<file path="config.mk">
export PLATFORM = sky130hd
export DESIGN_NAME = controle_jogo_sequencia
export DESIGN_NICKNAME = d
export VERILOG_FILES = /design/src/rtl/controle_jogo_sequencia_pkg.sv /design/src/rtl/controle_jogo_sequencia_contador_limite.sv /design/src/rtl/controle_jogo_sequencia.sv
export SDC_FILE = /design/constraint.sdc
export NUM_CORES = 1
export LEC_CHECK = 0
export CORE_ASPECT_RATIO = 0.6
export CORE_MARGIN = 2
export CORE_UTILIZATION = 35
export CTS_BUF_LIST = sky130_fd_sc_hd__clkbuf_8
export CTS_CLUSTER_DIAMETER = 100
export DETAILED_ROUTE_END_ITERATION = 10
export PLACE_DENSITY = 0.63
export SYNTH_ARGS = -nofsm -noshare
export SYNTH_HDL_FRONTEND = slang
export SYNTH_SLANG_ARGS = --single-unit
export TNS_END_PERCENT = 100
</file>
<file path="constraint.sdc">
create_clock -name clock -period 2.2 [get_ports clock]
set_clock_uncertainty 0.2 [all_clocks]
set_input_delay 0.44 -clock clock [delete_from_list [all_inputs] [get_ports clock]]
set_output_delay 0.44 -clock clock [all_outputs]
set_load 0.1 [all_outputs]
</file>
<file path="src/rtl/controle_jogo_sequencia_pkg.sv">
// Shared definitions for the sequence-memory game control unit:
// state encodings, default timer lengths and a timer width helper.
package controle_jogo_sequencia_pkg;

    typedef enum logic [4:0] {
        E_INICIAL        = 5'h00,
        E_PREPARA        = 5'h01,
        E_MOSTRA         = 5'h02,
        E_APAGA          = 5'h03,
        E_ESPERA         = 5'h04,
        E_REGISTRA       = 5'h05,
        E_COMPARA        = 5'h06,
        E_PROXIMA        = 5'h07,
        E_ESPERA_NOVA    = 5'h08,
        E_REGISTRA_NOVA  = 5'h09,
        E_ESCREVE        = 5'h0A,
        E_PROXIMA_RODADA = 5'h0B,
        E_FIM_GANHOU     = 5'h0C,
        E_FIM_PERDEU     = 5'h0D,
        E_FIM_TIMEOUT    = 5'h0E
    } estado_t;

    localparam int MOSTRA_CICLOS_DEF  = 1000;
    localparam int TIMEOUT_CICLOS_DEF = 3000;

    // Counter width for a limit; never narrower than one bit.
    function automatic int largura(input int n);
        return (n > 1) ? $clog2(n) : 1;
    endfunction

endpackage

</file>
<file path="src/rtl/controle_jogo_sequencia_contador_limite.sv">
// Saturating cycle counter: fim is high while the count sits at LIMITE-1.
// zera clears synchronously and has priority over conta.
module contador_limite
    import controle_jogo_sequencia_pkg::*;
#(
    parameter int LIMITE = 4
) (
    input  logic clock,
    input  logic reset,
    input  logic zera,
    input  logic conta,
    output logic fim
);

    localparam int W = largura(LIMITE);
    localparam logic [W-1:0] MAXIMO = W'(LIMITE - 1);

    logic [W-1:0] r_contagem;

    always_ff @(posedge clock or negedge reset) begin
        if (!reset) begin
            r_contagem <= '0;
        end else if (zera) begin
            r_contagem <= '0;
        end else if (conta && (r_contagem != MAXIMO)) begin
            r_contagem <= r_contagem + 1'b1;
        end
    end

    assign fim = (r_contagem == MAXIMO);

endmodule

</file>
<file path="src/rtl/controle_jogo_sequencia.sv">
// Control unit for the sequence-memory game: Moore FSM plus display and
// timeout timers, driving every datapath enable from the current state.
module controle_jogo_sequencia
    import controle_jogo_sequencia_pkg::*;
#(
    parameter int MOSTRA_CICLOS  = MOSTRA_CICLOS_DEF,
    parameter int TIMEOUT_CICLOS = TIMEOUT_CICLOS_DEF,
    // The datapath compares its round counter against this value to build fimRodadas.
    parameter int ULTIMA_RODADA  = 15
) (
    input  logic       clock,
    input  logic       reset,
    input  logic       iniciar,
    input  logic       jogada_feita,
    input  logic       igual,
    input  logic       enderecoIgualRodada,
    input  logic       fimRodadas,
    output logic       zeraE,
    output logic       contaE,
    output logic       zeraR,
    output logic       contaR,
    output logic       registraR,
    output logic       escreveM,
    output logic       ativa_leds,
    output logic       pronto,
    output logic       ganhou,
    output logic       perdeu,
    output logic       db_timeout,
    output logic [4:0] db_estado
);

    estado_t r_estado;
    estado_t w_proximo;

    logic w_conta_mostra;
    logic w_conta_timeout;
    logic w_fim_mostra;
    logic w_fim_timeout;

    // Each timer is held clear outside the state(s) in which it counts.
    assign w_conta_mostra  = (r_estado == E_MOSTRA);
    assign w_conta_timeout = (r_estado == E_ESPERA) || (r_estado == E_ESPERA_NOVA);

    contador_limite #(.LIMITE(MOSTRA_CICLOS)) u_timer_mostra (
        .clock (clock),
        .reset (reset),
        .zera  (~w_conta_mostra),
        .conta (w_conta_mostra),
        .fim   (w_fim_mostra)
    );

    contador_limite #(.LIMITE(TIMEOUT_CICLOS)) u_timer_timeout (
        .clock (clock),
        .reset (reset),
        .zera  (~w_conta_timeout),
        .conta (w_conta_timeout),
        .fim   (w_fim_timeout)
    );

    always_ff @(posedge clock or negedge reset) begin
        if (!reset) begin
            r_estado <= E_INICIAL;
        end else begin
            r_estado <= w_proximo;
        end
    end

    always_comb begin
        w_proximo  = r_estado;
        zeraE      = 1'b0;
        contaE     = 1'b0;
        zeraR      = 1'b0;
        contaR     = 1'b0;
        registraR  = 1'b0;
        escreveM   = 1'b0;
        ativa_leds = 1'b0;
        pronto     = 1'b0;
        ganhou     = 1'b0;
        perdeu     = 1'b0;
        db_timeout = 1'b0;

        case (r_estado)
            E_INICIAL: begin
                if (iniciar) w_proximo = E_PREPARA;
            end
            E_PREPARA: begin
                zeraE     = 1'b1;
                zeraR     = 1'b1;
                w_proximo = E_MOSTRA;
            end
            E_MOSTRA: begin
                ativa_leds = 1'b1;
                if (w_fim_mostra) w_proximo = E_APAGA;
            end
            E_APAGA: begin
                zeraE     = 1'b1;
                w_proximo = E_ESPERA;
            end
            // A play arriving in the very cycle the timer expires still counts.
            E_ESPERA: begin
                if (jogada_feita)       w_proximo = E_REGISTRA;
                else if (w_fim_timeout) w_proximo = E_FIM_TIMEOUT;
            end
            E_REGISTRA: begin
                registraR = 1'b1;
                w_proximo = E_COMPARA;
            end
            E_COMPARA: begin
                if (!igual)                    w_proximo = E_FIM_PERDEU;
                else if (!enderecoIgualRodada) w_proximo = E_PROXIMA;
                else if (fimRodadas)           w_proximo = E_FIM_GANHOU;
                else                           w_proximo = E_ESPERA_NOVA;
            end
            E_PROXIMA: begin
                contaE    = 1'b1;
                w_proximo = E_ESPERA;
            end
            E_ESPERA_NOVA: begin
                if (jogada_feita)       w_proximo = E_REGISTRA_NOVA;
                else if (w_fim_timeout) w_proximo = E_FIM_TIMEOUT;
            end
            E_REGISTRA_NOVA: begin
                registraR = 1'b1;
                contaE    = 1'b1;
                w_proximo = E_ESCREVE;
            end
            E_ESCREVE: begin
                escreveM  = 1'b1;
                w_proximo = E_PROXIMA_RODADA;
            end
            E_PROXIMA_RODADA: begin
                contaR    = 1'b1;
                zeraE     = 1'b1;
                w_proximo = E_ESPERA;
            end
            E_FIM_GANHOU: begin
                pronto = 1'b1;
                ganhou = 1'b1;
                if (iniciar) w_proximo = E_PREPARA;
            end
            E_FIM_PERDEU: begin
                pronto = 1'b1;
                perdeu = 1'b1;
                if (iniciar) w_proximo = E_PREPARA;
            end
            E_FIM_TIMEOUT: begin
                pronto     = 1'b1;
                perdeu     = 1'b1;
                db_timeout = 1'b1;
                if (iniciar) w_proximo = E_PREPARA;
            end
            default: w_proximo = E_INICIAL;
        endcase
    end

    assign db_estado = r_estado;

endmodule

</file>
# --- Word-level counts from Yosys, hierarchy flattened ---
# Index checks and enable logic that the tools add are counted.
totals:
  register_bits: 27
  latch_bits: 0
  ram_bits: 0
  romBits: 0
  in_bits: 7
  output_inout_bits: 16
  word_cells: 63
  memories: 0
op_classes:
  addsub: 2
  mul: 0
  div_mod_pow: 0
  magnitude_cmp: 0
  n_eq_ne: 22
  shift: 0
  muxes: 24
  n_bitwise: 0
  n_reduce_logical: 12
ops:
  columns: ["op", "count"]
  rows:
  - ["5-bit one-hot mux with 10 select lines", 1]
  - ["5-bit by 4-bit == test with 1-bit output (second input constant)", 7]
  - ["5-bit 2-to-1 mux", 5]
  - ["12-bit 2-to-1 mux", 2]
  - ["5-bit by 3-bit == test with 1-bit output (second input constant)", 4]
  - ["10-bit 2-to-1 mux", 2]
  - ["12-bit by 1-bit adder with 12-bit output (second input constant)", 1]
  - ["12-bit == test (second input constant)", 1]
  - ["12-bit != test (second input constant)", 1]
  - ["1-bit 2-to-1 mux", 11]
  - ["10-bit by 1-bit adder with 10-bit output (second input constant)", 1]
  - ["10-bit == test (second input constant)", 1]
  - ["5-bit by 2-bit == test with 1-bit output (second input constant)", 2]
  - ["10-bit != test (second input constant)", 1]
  - ["3-bit OR reduction", 3]
  - ["4-bit 2-to-1 mux", 2]
  - ["2-bit != test (second input constant)", 3]
  - ["2-bit OR reduction", 3]
  - ["5-bit by 1-bit == test with 1-bit output (second input constant)", 1]
  - ["5-bit logical NOT", 1]
  - ["4-bit OR reduction", 1]
  - ["3-bit 2-to-1 mux", 1]
  - ["1-bit logical AND", 2]
  - ["2-bit by 1-bit != test with 1-bit output (second input constant)", 1]
  - ["other kinds (2)", 2]

# --- Longest topological paths before layout ---
# Gate-level depths: netlist of run 1.
depth:
  depth_word: 5
  ltp_mapped: 6
  depth_no_buf: 6

# --- By module ---
# From an unflattened synthesis of run 1, not the netlist that was laid out.
unflattened:
  hier_cells: 206
  area_unflattened_um2: 1781.7
modules_own_cells:
  columns: ["mod", "instances", "cells_per_inst", "area_per_inst_um2", "seq_area_each_um2"]
  rows:
  - ["contador_limite at u_timer_timeout", 1, 72, 691.9, 300.3]
  - ["controle_jogo_sequencia", 1, 76, 545.5, 125.1]
  - ["contador_limite at u_timer_mostra", 1, 58, 544.3, 250.2]

# --- Worst setup path before layout of run 1 ---
# Ideal clock, no wire load.
synth_timing:
  path_type: "reg-to-output"
  from: "register r_estado[0], in the netlist db_estado[0]"
  to: "output port zeraR"
  arrival_ns: 4.188
  required_ns: 1.560
  setup_slack_ns: -2.628
  stages_incl_launch_ff: 4
  path_buffers: 1
  path_cell_list: "dfrtp_1 > buf_2 > nand2b_1 > nor4_1"
synth_via:
  elab_chain_cells: 2
synth_rtl:
  columns: ["element", "line", "rtl"]
  rows:
  - ["start, declared", "controle_jogo_sequencia.sv:32", "estado_t r_estado;"]
  - ["start signal, assigned", "controle_jogo_sequencia.sv:64", "r_estado <= w_proximo;"]
  - ["5-bit by 1-bit == test with 1-bit output", "controle_jogo_sequencia.sv:82", "case (r_estado)"]
  - ["1-bit 2-to-1 mux", "controle_jogo_sequencia.sv:82", null]
  - ["end, declared", "controle_jogo_sequencia.sv:20", "output logic zeraR,"]
# Every way passes these cells.

# --- Worst setup path in the final report of run 1 ---
layout_timing:
  from: "register r_estado[1], in the netlist db_estado[1]"
  to: "output port db_timeout"
layout_via:
  elab_chain_cells: 2
layout_rtl:
  columns: ["element", "line", "rtl"]
  rows:
  - ["5-bit by 4-bit == test with 1-bit output", "controle_jogo_sequencia.sv:82", null]
  - ["1-bit 2-to-1 mux", "controle_jogo_sequencia.sv:82", null]
  - ["end, declared", "controle_jogo_sequencia.sv:28", "output logic db_timeout,"]
# Every way passes these cells.

==> results of run 1 <==
-- state kept, by name, indices dropped and copies added, names as in the netlist --
name and count:
u_timer_timeout.r_contagem 12, u_timer_mostra.r_contagem 10, db_estado 5
-- final cells by class --
type	instances	area, sq um
well taps	60	75.1
fillers	390	1840
inverters	2	15.0
flip-flops and latches	27	694
multi-input cells	146	1030
repair buffers	41	528
clock inverters	1	3.75
clock buffers	3	41.3
-- cell usage in the layout (no fill, tap or decap), types with 3 or more instances in the layout --
cell type	instances
nand2_1	12
nand2_2	3
nand3_1	8
nand4_1	3
dfrtp_1	22
nor4_4	3
mux2i_1	3
nor2_1	34
buf_12	16
clkbuf_8	3
buf_4	16
nor3_1	8
nor2_4	3
o21ai_0	6
a21oi_1	8
or3_1	3
xnor2_1	4
clkdlybuf4s50_1	6
xor2_1	8
nor3_4	4
dfrtp_4	5
-- kinds of logic (layout without fill, tap and decap cells) --
family / Yosys count / count (layout) / share of synthesized area [%]
AO/OA/AOI/OAI: 27 / 27 / 11.6
multiplexers: 3 / 3 / 1.89
XOR/XNOR: 13 / 13 / 7.18
flip-flops: 27 / 27 / 42.6
AND/OR/NAND/NOR: 100 / 100 / 32.4
other: 1 / 1 / 0.237
adder cells (fa/ha/maj): 2 / 2 / 1.58
buffers and inverters: 9 / 47 / 2.45
-- power by group --
group	internal, W	leakage [nW]	switching [W]	total, W
Clock	0.000125	0.0269	0.000153	0.000279
Combinational	0.000304	0.563	0.000457	0.000761
Sequential	0.000527	0.365	0.0000408	0.000568
-- layer usage --
| layer | track usage (%) | part of all wire, % | vias to the layer above |
|---|---|---|---|
| met2 | 23.1 | 44 | 49 |
| met3 | 5.15 | 7.0 | 8 |
| met1 | 24.1 | 48 | 705 |
| met4 | 3.90 | 1.2 | 0 |
| met5 | 0 | 0 | - |
| li1 | - | - | 712 |
-- final timing paths --
check / endpoint / cells after the start / startpoint / slack (ps)
hold / removal: u_timer_timeout.r_contagem[4]$_DFFE_PN0P_ / 2 / reset / 330
max in group asynchronous: db_estado[4]$_DFFE_PN0P_ / 2 / reset / 1180
setup / recovery: db_timeout / 4 / db_estado[1]$_DFFE_PN0P_ / 20
hold reg to reg: u_timer_timeout.r_contagem[11]$_DFFE_PN0P_ / 2 / u_timer_timeout.r_contagem[11]$_DFFE_PN0P_ / 350
min in group clock: u_timer_timeout.r_contagem[11]$_DFFE_PN0P_ / 2 / u_timer_timeout.r_contagem[11]$_DFFE_PN0P_ / 350
setup reg to reg: db_estado[1]$_DFFE_PN0P_ / 6 / db_estado[0]$_DFFE_PN0P_ / 250
-- timing repair --
action	CTS	global route
endpoints found under the setup margin	10	8
pin swaps	1	4
setup buffers	7	3
resized for setup	9	3
-- stage by stage --
stage	std cells	worst slack, ps	cell area [sq um]
2_1_floorplan	182	-553	1800
5_1_grt	280	-23.1	2390
6_report	280	20.5	2390
3_5_place_dp	266	165	2230
4_1_cts	277	-1.57	2360
3_3_place_gp	266	171	2230
==> summary.txt, run 1 <==
Outcome
  • Outcome: finished clean

Route
  • DR DRC count: 0
  • Pre-antenna DRT Iters: 5
  • Antenna-violating nets left: 0
  • Avg Vias per Cell: 5.26
  • Vias: 1474
  • DR WL/cell: 14.1 microns
  • Total Routed Length: 3940 microns
  • Initial DRC count: 112

Place
  • HPWL Detailed: 2830 microns
  • IO Port Bufs: 22
  • Gpl congestion: 0.894

Global routing
  • Largest net degree at the start of global routing: 28
  • GRT Total Usage: 16.3%
  • Vias in the first global route: 1390
  • Global-route wire length before repair: 6640 microns
  • GRT overflow: 0
  • Initial antenna violation count: 0

Cells and area
  • Fin util: 56.5%
  • Layout cell share with drive strength beyond 1: 32.7%
  • # diodes: 0
  • Layout area overhead: 50.9%
  • Nets: 230

Floorplanning
  • Initial cell density of the core: 37.4%
  • Die Height: 56.1 microns
  • Row cnt: 18
  • I/O pins: 23
  • Die Wd: 90.9 microns
  • Core area: 4230 sq um
  • Die area: 5100 sq um

Synthesis
  • YS warnings: 0
  • Top cell type's share of synthesized area: 42.6%
  • Async S/R FF share, synth: 100%
  • Synthesized cell area: 1590 sq um
  • Cells after synthesis: 182
  • Area contributors post-synth: dfrtp_1 43%, nor2_1 9.0%, xor2_1 4.4%
  • Synth cell count leaders: 38 x nor2_1, 27 x dfrtp_1, 15 x nand2_1
  • Post-synth EDFFs: 0
  • Syn_area_per_cell: 8.71 sq um
  • Post-synth net total: 191
  • Register area share after synthesis: 42.6%
  • Synth unique cells: 41
  • Primary FF master, synth: dfrtp_1
  • Count leader, synth: nor2_1
  • #FFs+latches synth: 27
  • Area leader, netlist: dfrtp_1

Worst setup path
  • CP required: 1560 ps
  • Critical path peak fanout: 8
  • CP Class: register to primary output
  • Worst path cell trace: inv_2, or3_4, nor2_4, buf_12
  • Slowest stage cell, crit path: dfrtp_4
  • Buf+Inv Stages, Crit Path: 2
  • Startpoint Class: register
  • Crit path arrival time: 1540 ps
  • Nature of the critical path endpoint: primary output
  • Largest delay share family, worst path: simple AND/OR/NAND/NOR gates
  • Crit path largest cell delay: 480 ps

Clock tree
  • Clock Path Buffers: 2
  • Hold_buf cts: 0
  • Root Buffer Master: clkbuf_8
  • Clock insertion delay at the later pin of the skew report: 280 ps
  • Reg clk slew, reported paths: 90 ps
  • CTS buffer count: 3
  • CTS Sinks: 27
  • CTS tree: done
  • H-Tree Depth: 1

Pwr
  • Static Leak: 0.955 nW
  • Pwr Total: 0.00161 W
  • Power Density: 672 nW/um^2
  • Worst vdd ir: 323 uV

Timing
  • Worst-Margin Slew: 505 ps
  • Fin Setup TNS: 0 ps
  • Max Clock Freq: 459 MHz
  • RSZ-0062 raised after global routing: yes
  • Relative slew slack: 66.1%
  • Setup-failing EPs final: 0
  • Fin. Hold Viols: 0
  • Final number of max-transition violations: 0
  • Final period util: 99.1%
  • Hold Slack: 326 ps
  • Tmin final: 2180 ps

Job
  • Max cap viols: 0

Worst hold path
  • Hold WC Path Type: input pin to asynchronous set/reset pin
(Power assumes the default switching activity.)
==> inputs of run 2 (changes only) <==
Settings changed: GPL_ROUTABILITY_DRIVEN set to 1.
==> results of run 2 <==
Same layout as run 1: the final DEF is identical, and so are final timing and power.
